## src/rtl/xbar_pkg.sv

```systemverilog
// Shared types and helpers for the crossbar output-port scheduler.
// Optional perf counters are enabled with XBAR_ARB_PERF_EN.
package xbar_pkg;

  localparam int N_REQ = 4;
  localparam int SEL_W = $clog2(N_REQ);

  typedef enum logic {
    IDLE  = 1'b0,
    BURST = 1'b1
  } state_t;

  function automatic logic [SEL_W-1:0] oh2idx(
    input logic [N_REQ-1:0] oh
  );
    logic [SEL_W-1:0] idx;
    idx = '0;
    for (int i = 0; i < N_REQ; i++) begin
      if (oh[i]) idx = idx | SEL_W'(i);
    end
    return idx;
  endfunction

endpackage

```

## src/rtl/xbar_output_arbiter_rr_arbiter.sv

```systemverilog
// Round-robin pick from the request vector, searching upward from a
// registered pointer that advances past the winner on each strobe.
module rr_arbiter #(
  parameter int N_REQ = 4,
  parameter int SEL_W = $clog2(N_REQ)
) (
  input  logic             clk,
  input  logic             rst,
  input  logic [N_REQ-1:0] req,
  input  logic             adv,
  input  logic [SEL_W-1:0] adv_idx,
  output logic [SEL_W-1:0] pick,
  output logic             vld
);

  logic [SEL_W-1:0] ptr;

  // Walk from lowest priority down so the highest-priority hit wins.
  always_comb begin
    int idx;
    pick = '0;
    vld  = 1'b0;
    idx  = 0;
    for (int k = N_REQ - 1; k >= 0; k--) begin
      idx = int'(ptr) + k;
      if (idx >= N_REQ) idx = idx - N_REQ;
      if (req[SEL_W'(idx)]) begin
        pick = SEL_W'(idx);
        vld  = 1'b1;
      end
    end
  end

  always_ff @(posedge clk) begin
    if (rst) begin
      ptr <= '0;
    end else if (adv) begin
      if (int'(adv_idx) == N_REQ - 1) ptr <= '0;
      else ptr <= adv_idx + SEL_W'(1);
    end
  end

endmodule

```

## src/rtl/xbar_output_arbiter.sv

```systemverilog
// Per-output-port burst scheduler: round-robin grant, fixed bursts.
// XBAR_ARB_PERF_EN adds burst_cnt and wait_max counters.
module xbar_output_arbiter #(
  parameter int N_REQ     = 4,
  parameter int ADDR_W    = 10,
  parameter int BURST_LEN = 4
) (
  input  logic                     clk,
  input  logic                     rst,
  input  logic [N_REQ-1:0]         req,
  output logic [N_REQ-1:0]         gnt,
  output logic [$clog2(N_REQ)-1:0] sel,
  output logic                     cen,
  output logic                     start,
  output logic [ADDR_W-1:0]        addr,
  output logic [N_REQ-1:0]         done,
  output logic                     busy
`ifdef XBAR_ARB_PERF_EN
  ,
  output logic [15:0]              burst_cnt,
  output logic [7:0]               wait_max
`endif
);

  import xbar_pkg::*;

  localparam int SW = $clog2(N_REQ);
  localparam int BW = $clog2(BURST_LEN);

  state_t      state;
  logic [BW-1:0] beat;
  logic [ADDR_W-1:0] base;
  logic [SW-1:0] pick;
  logic [SW-1:0] widx;
  logic        vld;
  logic        last;
  logic        adv;

  assign last = (beat == BW'(BURST_LEN - 1));
  assign adv  = (state == BURST) && last;
  assign widx = oh2idx(gnt);

  rr_arbiter #(
    .N_REQ (N_REQ),
    .SEL_W (SW)
  ) u_rr (
    .clk     (clk),
    .rst     (rst),
    .req     (req),
    .adv     (adv),
    .adv_idx (widx),
    .pick    (pick),
    .vld     (vld)
  );

  always_ff @(posedge clk) begin
    if (rst) begin
      state <= IDLE;
      gnt   <= '0;
      sel   <= '0;
      cen   <= 1'b0;
      start <= 1'b0;
      addr  <= '0;
      done  <= '0;
      busy  <= 1'b0;
      beat  <= '0;
      base  <= '0;
    end else begin
      done  <= '0;
      start <= 1'b0;
      unique case (state)
        IDLE: begin
          if (vld) begin
            state <= BURST;
            gnt   <= N_REQ'(1) << pick;
            sel   <= pick;
            cen   <= 1'b1;
            start <= 1'b1;
            addr  <= base;
            beat  <= '0;
            busy  <= 1'b1;
          end
        end
        BURST: begin
          if (last) begin
            state <= IDLE;
            gnt   <= '0;
            cen   <= 1'b0;
            busy  <= 1'b0;
            done  <= gnt;
            base  <= base + ADDR_W'(BURST_LEN);
          end else begin
            beat <= beat + 1'b1;
            addr <= addr + 1'b1;
          end
        end
        default: state <= IDLE;
      endcase
    end
  end

`ifdef XBAR_ARB_PERF_EN
  logic [7:0] wcnt  [N_REQ];
  logic [7:0] wnext [N_REQ];
  logic [7:0] wpeak;

  // A port waits on every cycle it requests without holding the grant.
  always_comb begin
    wpeak = wait_max;
    for (int i = 0; i < N_REQ; i++) begin
      wnext[i] = 8'h00;
      if (req[i] && !gnt[i]) begin
        wnext[i] = (wcnt[i] == 8'hFF) ? 8'hFF : wcnt[i] + 8'h01;
      end
      if (wnext[i] > wpeak) wpeak = wnext[i];
    end
  end

  always_ff @(posedge clk) begin
    if (rst) begin
      burst_cnt <= '0;
      wait_max  <= '0;
      for (int i = 0; i < N_REQ; i++) wcnt[i] <= '0;
    end else begin
      if (adv && burst_cnt != 16'hFFFF) burst_cnt <= burst_cnt + 16'h0001;
      wait_max <= wpeak;
      for (int i = 0; i < N_REQ; i++) wcnt[i] <= wnext[i];
    end
  end
`endif

endmodule

```

## config.mk

```make
export PLATFORM = sky130hd
export DESIGN_NAME = xbar_output_arbiter
export DESIGN_NICKNAME = d
export VERILOG_FILES = /design/src/rtl/xbar_pkg.sv /design/src/rtl/xbar_output_arbiter_rr_arbiter.sv /design/src/rtl/xbar_output_arbiter.sv
export SDC_FILE = /design/constraint.sdc
export NUM_CORES = 1
export LEC_CHECK = 0
export BUFFER_PORTS_ARGS = -buffer_cell sky130_fd_sc_hd__clkbuf_2
export CAP_MARGIN = 5
export CORE_MARGIN = 2
export CORE_UTILIZATION = 36
export DETAILED_ROUTE_END_ITERATION = 10
export SETUP_SLACK_MARGIN = 0.05
export SYNTH_ARGS = -nofsm -noshare
export SYNTH_HDL_FRONTEND = slang
export SYNTH_HIERARCHICAL = 1
export SYNTH_SLANG_ARGS = --single-unit
```

## constraint.sdc

```tcl
create_clock -name clk -period 1.43 [get_ports clk]
set_input_delay 0.143 -clock clk [delete_from_list [all_inputs] [get_ports clk]]
set_output_delay 0.143 -clock clk [all_outputs]
set_load 0.01 [all_outputs]
```

== After elaboration in Yosys (flattened, before gate mapping) ==
Index checks and enable logic that the tools add are counted.

* Register bits after elaboration: 37
* Bits of input ports: 6
* Output and inout bits: 23
* Word-level logic and storage cells: 87

* Add/subtract/negate cells: 11
* $lt $le $gt $ge: 8
* Equal/unequal tests: 5
* Shift-type cells: 1
* Muxes and demuxes: 43
* Bitwise logic cells: 2
* Reductions and logical operators: 7

{| class="wikitable"
|+ Operators with widths
! kind !! count
|-
| $mux W2 || 13
|-
| $mux W10 || 2
|-
| $pmux W10 S2 || 1
|-
| $mux W1 || 17
|-
| $lt A2 B4 Y1 const B || 4
|-
| $add A10 B1 Y10 const B || 1
|-
| $add A10 B3 Y10 const B || 1
|-
| $ge A3 B3 Y1 const B || 3
|-
| $bmux W1 S2 || 4
|-
| $mux W4 || 2
|-
| $pmux W4 S2 || 1
|-
| $reduce_and A2 Y1 || 4
|-
| $sub A2 B1 Y2 const B || 4
|-
| $add A2 B2 Y3 const B || 2
|-
| $add A2 B1 Y2 const B || 2
|-
| $ne A2 B1 Y1 const B || 2
|-
| $pmux W1 S2 || 2
|-
| $pmux W2 S2 || 1
|-
| $shl A1 B2 Y4 const A || 1
|-
| $add A2 B1 Y3 const B || 1
|-
| $ge A2 B3 Y1 const B || 1
|-
| $reduce_or A3 Y1 || 1
|-
| $eq A2 B1 Y1 const B || 1
|-
| $eq A2 B2 Y1 const B || 1
|-
| 4 further kinds || 5
|}

== Logic depth before layout (Yosys ltp) ==
Gate-level depths: netlist (run 1).

* Depth after elaboration: 13
* Mapped depth: 7
* Mapped depth without buffers: 6

== By module ==
Netlist (run 1), hierarchy kept.

{| class="wikitable"
|+ By module, submodules not included
! module !! instances !! cells an instance !! area each (µm²) !! seq. area each (µm²)
|-
| xbar_output_arbiter || 1 || 163 || 1436.4 || 660.6
|-
| rr_arbiter || 1 || 20 || 157.7 || 40.0
|}

== Worst setup path before layout (run 1) ==
OpenSTA, ideal clock, no wires.

* Path kind: input to register
* Start point: input port req[1]
* End point: register addr[6]
* Library setup time: 0.117 ns
* Arrival time: 1.453 ns
* Data required time: 1.313 ns
* Slack: -0.140 ns
* Cell stages on the path: 5
* Path buffers: 0
* Cell sequence: or4_1 > and3b_1 > o21a_1 > a22o_1 > a22o_1

* Longest elaborated chain between the ends: 9
* Elaborated cells on any way between the ends: 18
* Those cells by class: eq/ne (1); mux (16); reduce/logical (1)

{| class="wikitable"
|+ RTL lines
! element !! RTL line !! RTL
|-
| start, declared || xbar_output_arbiter.sv:10 || <nowiki>input logic [N_REQ-1:0] req,</nowiki>
|-
| $bmux W1 S2 || xbar_output_arbiter_rr_arbiter.sv:27 || <nowiki>if (req[SEL_W'(idx)]) begin</nowiki>
|-
| $mux W1 (not written as such) (2 in a row) || xbar_output_arbiter_rr_arbiter.sv:27 ||
|-
| $mux W1 (3 in a row) || xbar_output_arbiter_rr_arbiter.sv:27 ||
|-
| $mux W1 (*) || xbar_output_arbiter_rr_arbiter.sv:27 ||
|-
| $ne A2 B1 Y1 (no source line) (*) || - ||
|-
| $reduce_and A2 Y1 (no source line) (*) || - ||
|-
| end signal, assigned || xbar_output_arbiter.sv:79 || <nowiki>addr <= base;</nowiki>
|-
| end signal, assigned || xbar_output_arbiter.sv:94 || <nowiki>addr <= addr + 1'b1;</nowiki>
|-
| end, declared || xbar_output_arbiter.sv:15 || <nowiki>output logic [ADDR_W-1:0] addr,</nowiki>
|}

Every way passes the cells marked *; elsewhere a longest branch is shown, timed or not. The select of a mux whose other input is x is not followed.
A chain may end at the register's enable or synchronous reset.

== Worst setup path after layout (run 1) ==
* Start point: input port req[2]
* End point: register addr[6]

* Longest elaborated chain between the ends: 9
* Elaborated cells on any way between the ends: 18
* Those cells by class: eq/ne (1); mux (16); reduce/logical (1)

{| class="wikitable"
|+ RTL lines
! element !! RTL line !! RTL
|-
| $bmux W1 S2 || xbar_output_arbiter_rr_arbiter.sv:27 ||
|-
| $mux W1 (not written as such) (2 in a row) || xbar_output_arbiter_rr_arbiter.sv:27 ||
|-
| $mux W1 (3 in a row) || xbar_output_arbiter_rr_arbiter.sv:27 ||
|-
| $mux W1 (*) || xbar_output_arbiter_rr_arbiter.sv:27 ||
|-
| via vld || xbar_output_arbiter.sv:35 || <nowiki>logic vld;</nowiki>
|-
| $ne A2 B1 Y1 (no source line) (*) || - ||
|-
| $reduce_and A2 Y1 (no source line) (*) || - ||
|}

The timed path passes the listed nets; every way through them passes the cells marked *. The select of a mux whose other input is x is not followed.

==> results.toml, run 1 <==
[outcome]
status = "completed"

[pwr]
p_per_area_nw_per_um2 = 1070
p_total_mw = 2.38
power.leakage_nw = 0.967
ir_drop_v = 0.000475

[timing]
drv_slew = 0
worst_slew_pin_slew_ps = 351
maxSlewHeadroom = 0.766
fmax_ghz = 0.749
layout_min_cycle_time_ps = 1330
finalSetupTns_ps = 0
fin_ws_ps = 95.1
finalHoldViolations = 0
fin_worst_skew_ps = 4.58
rsz0062_at_grt = "true"
period_share = 0.934
setup_violations = 0

[global_routing]
grt_max_degree = 33
grt_usage = 0.156
grt_pass1_vias = 1384
antenna_found_initial = 0
overflow = 0
grt_pass1_wl_mm = 6.30

[cts]
clock_path_buffers = 2
clkTransAtPathRegs_ps = 70
cts_buffers = 5
root_buffer = "clkbuf_8"
clock_latency_ps = 290
cts_tree = "built"
cts_hold_buf = 0
htree_levels = 2
clock-sinks = 35

[floorplan]
rows = 24
coreArea_um2 = 4320
die_x_um = 70.5
dieArea_um2 = 4980
num_io_pins = 29
die_h_um = 70.5
start_util = 0.369

[setup_path]
rr_worst_depth = 6
cp_data_required_time_ps = 1620
endpoint_kind = "register"
worstPathArrival_ps = 1520
worstReg2RegStart = "beat[0]"
r2r_slack_ps = 100
worstSetupPathType = "primary input to register"
start_kind = "primary input"
rr_endpoint = "addr[6]"
path_max_fanout = 4

[route]
vias_per_cell = 5.15
antenna_left = 0
wl_per_cell_um = 12.6
drc = 0
dr.pass1.iters = 4
drt_iter0_drc = 72
wl_mm = 3.67
routed-via-count = 1504

[finish]
drive_gt1_frac = 0.383
n_antenna_cell = 0
areaGrowthSynthToFinish_pct = 39.2
final_cell_mix = "34 x nor2_1, 28 x clkbuf_2, 27 x dfxtp_1, 27 x buf_4, 11 x nand2_1"
finish.net_count = 249
num-fill-cells = 429
final_common_cell = "nor2_1"

[placed_design]
dp_hpwl_mm = 2.68
pre_cts_ws_ps = -214
portBuffers = 28
place.gp.congestion = 0.777

[min_path]
holdCritStartpoint = "rst"
hold_path_depth = 4
min_to = "addr[9]"
hold_path.class = "primary input to register"

[synth]
synthesis.area_um2 = 1590
ys_seq_elements = 35
syn_avg_cell_area_um2 = 8.71
postSynth.asyncResetShare = 0
synth.top_cell.area_share = 0.440
synthTopCellsByArea = "dfxtp_1 44%, nor2_1 8.2%, xor2_1 4.4%"
synth_cells = 183
synth_nets = 193
synth_edf_count = 0
synth_cell_types = 37
yosysWarnings = 6
seq_area_frac_synth = 0.440
synth-main-ff-cell = "dfxtp_1"
synth_top_area_cell = "dfxtp_1"

[run]
maxCapViolations = 0
worst max-delay path by stage:
stage | to | cells past startpoint | slack [ps] | from
global placement | addr[6] | 6 | -210 | req[1]
detailed placement | addr[6] | 6 | -210 | req[1]
CTS | addr[6] | 6 | 50 | beat[1]
finish | addr[6] | 6 | 100 | req[2]
global route | addr[4] | 6 | 20 | beat[1]
floorplan | addr[6] | 5 | -80 | req[1]
final cells by class:
cell class	count	area [um^2]	share of cell area
tap	52	65.1	0.0293
inverter	7	26.3	0.0118
sequential	35	716	0.323
clock buffer	5	68.8	0.0310
clock inverter	3	67.6	0.0305
timing repair buffer	57	374	0.169
multi-input combinational	133	901	0.406
routing by layer:
layer,global-route usage,wire length (um)
met1,0.210,1760
met2,0.246,1690
met3,0.0427,173
met4,0.0503,45
met5,0,0
per-stage QoR:
step | hold slack [ps] | cells | area, um^2 | utilization
after floorplan | 215 | 183 | 1620 | -
final | 292 | 292 | 2220 | 0.513
after detailed placement | 448 | 284 | 2010 | 0.466
after CTS | 272 | 292 | 2170 | 0.502
after global routing | 353 | 292 | 2220 | 0.513
after global placement | 444 | 284 | 2010 | 0.466
cell families (layout without fill, tap and decap cells):
logic type                 after synthesis  after routing  share of synthesized area
muxes                                    5              5                     0.0314
xor gates and xnor gates                10             10                     0.0549
DFF                                     35             35                      0.440
buffers and inverters                   15             72                     0.0408
and+or+nand+nor                         74             74                      0.224
AOI/OAI and AO/OA                       40             40                      0.177
adders and majority gates                4              4                     0.0314
sequential cells by signal (all words and copies together) (netlist names):
register,flops
u_rr/ptr,2
addr,10
done,4
beat,2
base,8
busy,1
start,1
sel,2
gnt,4
state,1
critical path, cell delays in order:
cell and delay, ps:
clkbuf_2 90, or4_4 550, and3b_1 180, o21a_1 190
a22o_1 170, a22o_1 190
power breakdown:
part,switching (mW),internal [mW],total (mW)
clock network,0.371,0.695,1.07
registers,0.0331,1.01,1.04
logic,0.143,0.134,0.277
total,0.546,1.84,2.38
synth_stat cells (2+ instances only):
cell and number:
nor3_1 2, inv_1 6, o21ai_0 4, a22oi_1 3
mux2i_1 5, ha_1 4, or2_2 2, xor2_1 8
nand2b_1 2, clkbuf_1 3, dfxtp_1 35, buf_2 4
xnor2_1 2, a22o_1 5, nor2b_1 2, a2111oi_0 2
a32oi_1 4, a21oi_1 9, nor2_1 35, a311oi_1 2
nand3_1 5, nand2_1 11, and3_1 6, nand4_1 4
o31ai_1 6
timing repair:
item,in CTS,in global routing
resized for setup,8,15
pin swaps,1,5
setup buffers,0,0
hold endpoints to repair,0,0
setup endpoints to repair,7,16
(Power assumes the default switching activity.)
==> run 2: changes to the inputs <==
- CELL_PAD_IN_SITES_DETAIL_PLACEMENT: default -> 0
- CELL_PAD_IN_SITES_GLOBAL_PLACEMENT: default -> 1
- PLACE_DENSITY_LB_ADDON: default -> 0.1
==> run 2 against run 1 <==
Critical endpoint is now gnt[2]. Highest routed layer unchanged. Cell area decreased by 5.2%. Core utilization decreased by 2.7 points. First-iteration DRC count down 63%. Largest cell class unchanged. Register-to-register slack got worse by 80 ps. Clock-buffer cell count unchanged. Via count fell by 2.1%. Global-route usage up 1.2 points. Sequential cell count unchanged.
==> results.toml, run 2 (synthesis gave the netlist of run 1 again) <==
[outcome]
status = "completed"

[cts]
cts_tree = "built"
root_buffer = "clkbuf_8"
clock-sinks = 35
htree_levels = 2
clkTransAtPathRegs_ps = 70
cts_buffers = 5
clock_latency_ps = 280
clock_path_buffers = 2

[placed_design]
portBuffers = 28
place.gp.congestion = 0.740
pre_cts_ws_ps = -208
placed_cells = 279
dp_hpwl_mm = 2.88
placed_area_um2 = 1960

[finish]
reg_top3 = "addr (10), base (8)"
fin_cells = 287
final_cell_area_um2 = 2100
num-fill-cells = 436
regMostFlops = "addr"
drive_gt1_frac = 0.349
largest_reg_flops = 10
areaGrowthSynthToFinish_pct = 31.9
final_cell_mix = "33 x nor2_1, 29 x dfxtp_1, 28 x clkbuf_2"
multiInputGateArea_um2 = 883
area.sequential_um2 = 708
final_common_cell = "nor2_1"
n_antenna_cell = 0
finish.net_count = 244
utilization = 0.486

[timing]
finalHoldViolations = 0
setup_violations = 0
maxSlewHeadroom = 0.784
drv_slew = 0
finalSetupTns_ps = 0
period_share = 0.989
worst_slew_pin_slew_ps = 316
layout_min_cycle_time_ps = 1410
fmax_ghz = 0.707
hold_ws_ps = 324
rsz0062_at_grt = "true"
fin_worst_skew_ps = 4.97
fin_ws_ps = 16.0

[route]
wl_mm = 3.87
antenna_left = 0
vias_per_cell = 5.13
wl_per_cell_um = 13.5
drt_iter0_drc = 27
drc = 0
routed-via-count = 1472
dr.pass1.iters = 4

[floorplan]
coreArea_um2 = 4320
dieArea_um2 = 4980
start_util = 0.369
rows = 24
die_x_um = 70.5
die_h_um = 70.5
num_io_pins = 29

[setup_path]
endpoint_kind = "register"
crit_end = "gnt[2]"
rr_endpoint = "gnt[2]"
worstReg2RegStart = "u_rr/ptr[1]"
rr_worst_depth = 6
worstPathArrival_ps = 1580
worstSetupPathType = "register to register"
cp_data_required_time_ps = 1590
r2r_slack_ps = 20
crit_start = "u_rr/ptr[1]"
start_kind = "register"
path_max_fanout = 4

[min_path]
hold_path.class = "primary input to register"
hold_path_depth = 4

[pwr]
power.leakage_nw = 0.927
p_per_area_nw_per_um2 = 939
p_total_mw = 1.97
ir_drop_v = 0.000553

[run]
maxCapViolations = 0

[global_routing]
antenna_found_initial = 0
overflow = 0
grt_pass1_vias = 1441
grt_usage = 0.169
grt_pass1_wl_mm = 6.69
grt_max_degree = 33
## run 2: how the worst min path moves through the flow
stage	start	end	slack (ps)
4_1_cts	rst	addr[9]	310
5_1_grt	rst	base[4]	350
6_report	rst	addr[9]	320
2_1_floorplan	rst	u_rr/ptr[0]	220
3_5_place_dp	sel[0]	sel[0]	460
3_3_place_gp	sel[0]	sel[0]	450
## run 2: final cells by class
type	count	share of cell area
clock inverter	3	0.00714
inverter	7	0.0137
multi-input combinational	133	0.420
sequential	35	0.337
tap	52	0.0310
clock buffer	5	0.0327
timing repair buffer	52	0.158
## run 2: worst max-delay path: stages (launching register included)
cell	delay [ps]
dfxtp_2	350
mux2i_1	180
nor2_1	60
a311oi_2	330
inv_1	110
a32oi_1	200
nor2_1	60
## run 2: timing repair
action	4_1_cts	5_1_grt
setup endpoints to repair	6	15
hold buffers	0	0
resized for setup	7	11
pin swaps	2	6
buffers inserted	0	0
## run 2: per-layer routing
layer | vias up | global-route usage | wire (um)
li1 | 755 | - | -
met4 | 0 | 0.0524 | 46
met1 | 684 | 0.235 | 1950
met3 | 5 | 0.0484 | 150
met2 | 28 | 0.254 | 1720
met5 | - | 0 | 0
## run 2: power by group
part | leakage, nW | total, mW | internal, mW | switching (mW)
Clock | 0.0477 | 0.674 | 0.333 | 0.341
Combinational | 0.592 | 0.257 | 0.118 | 0.139
Sequential | 0.287 | 1.04 | 1.01 | 0.0334
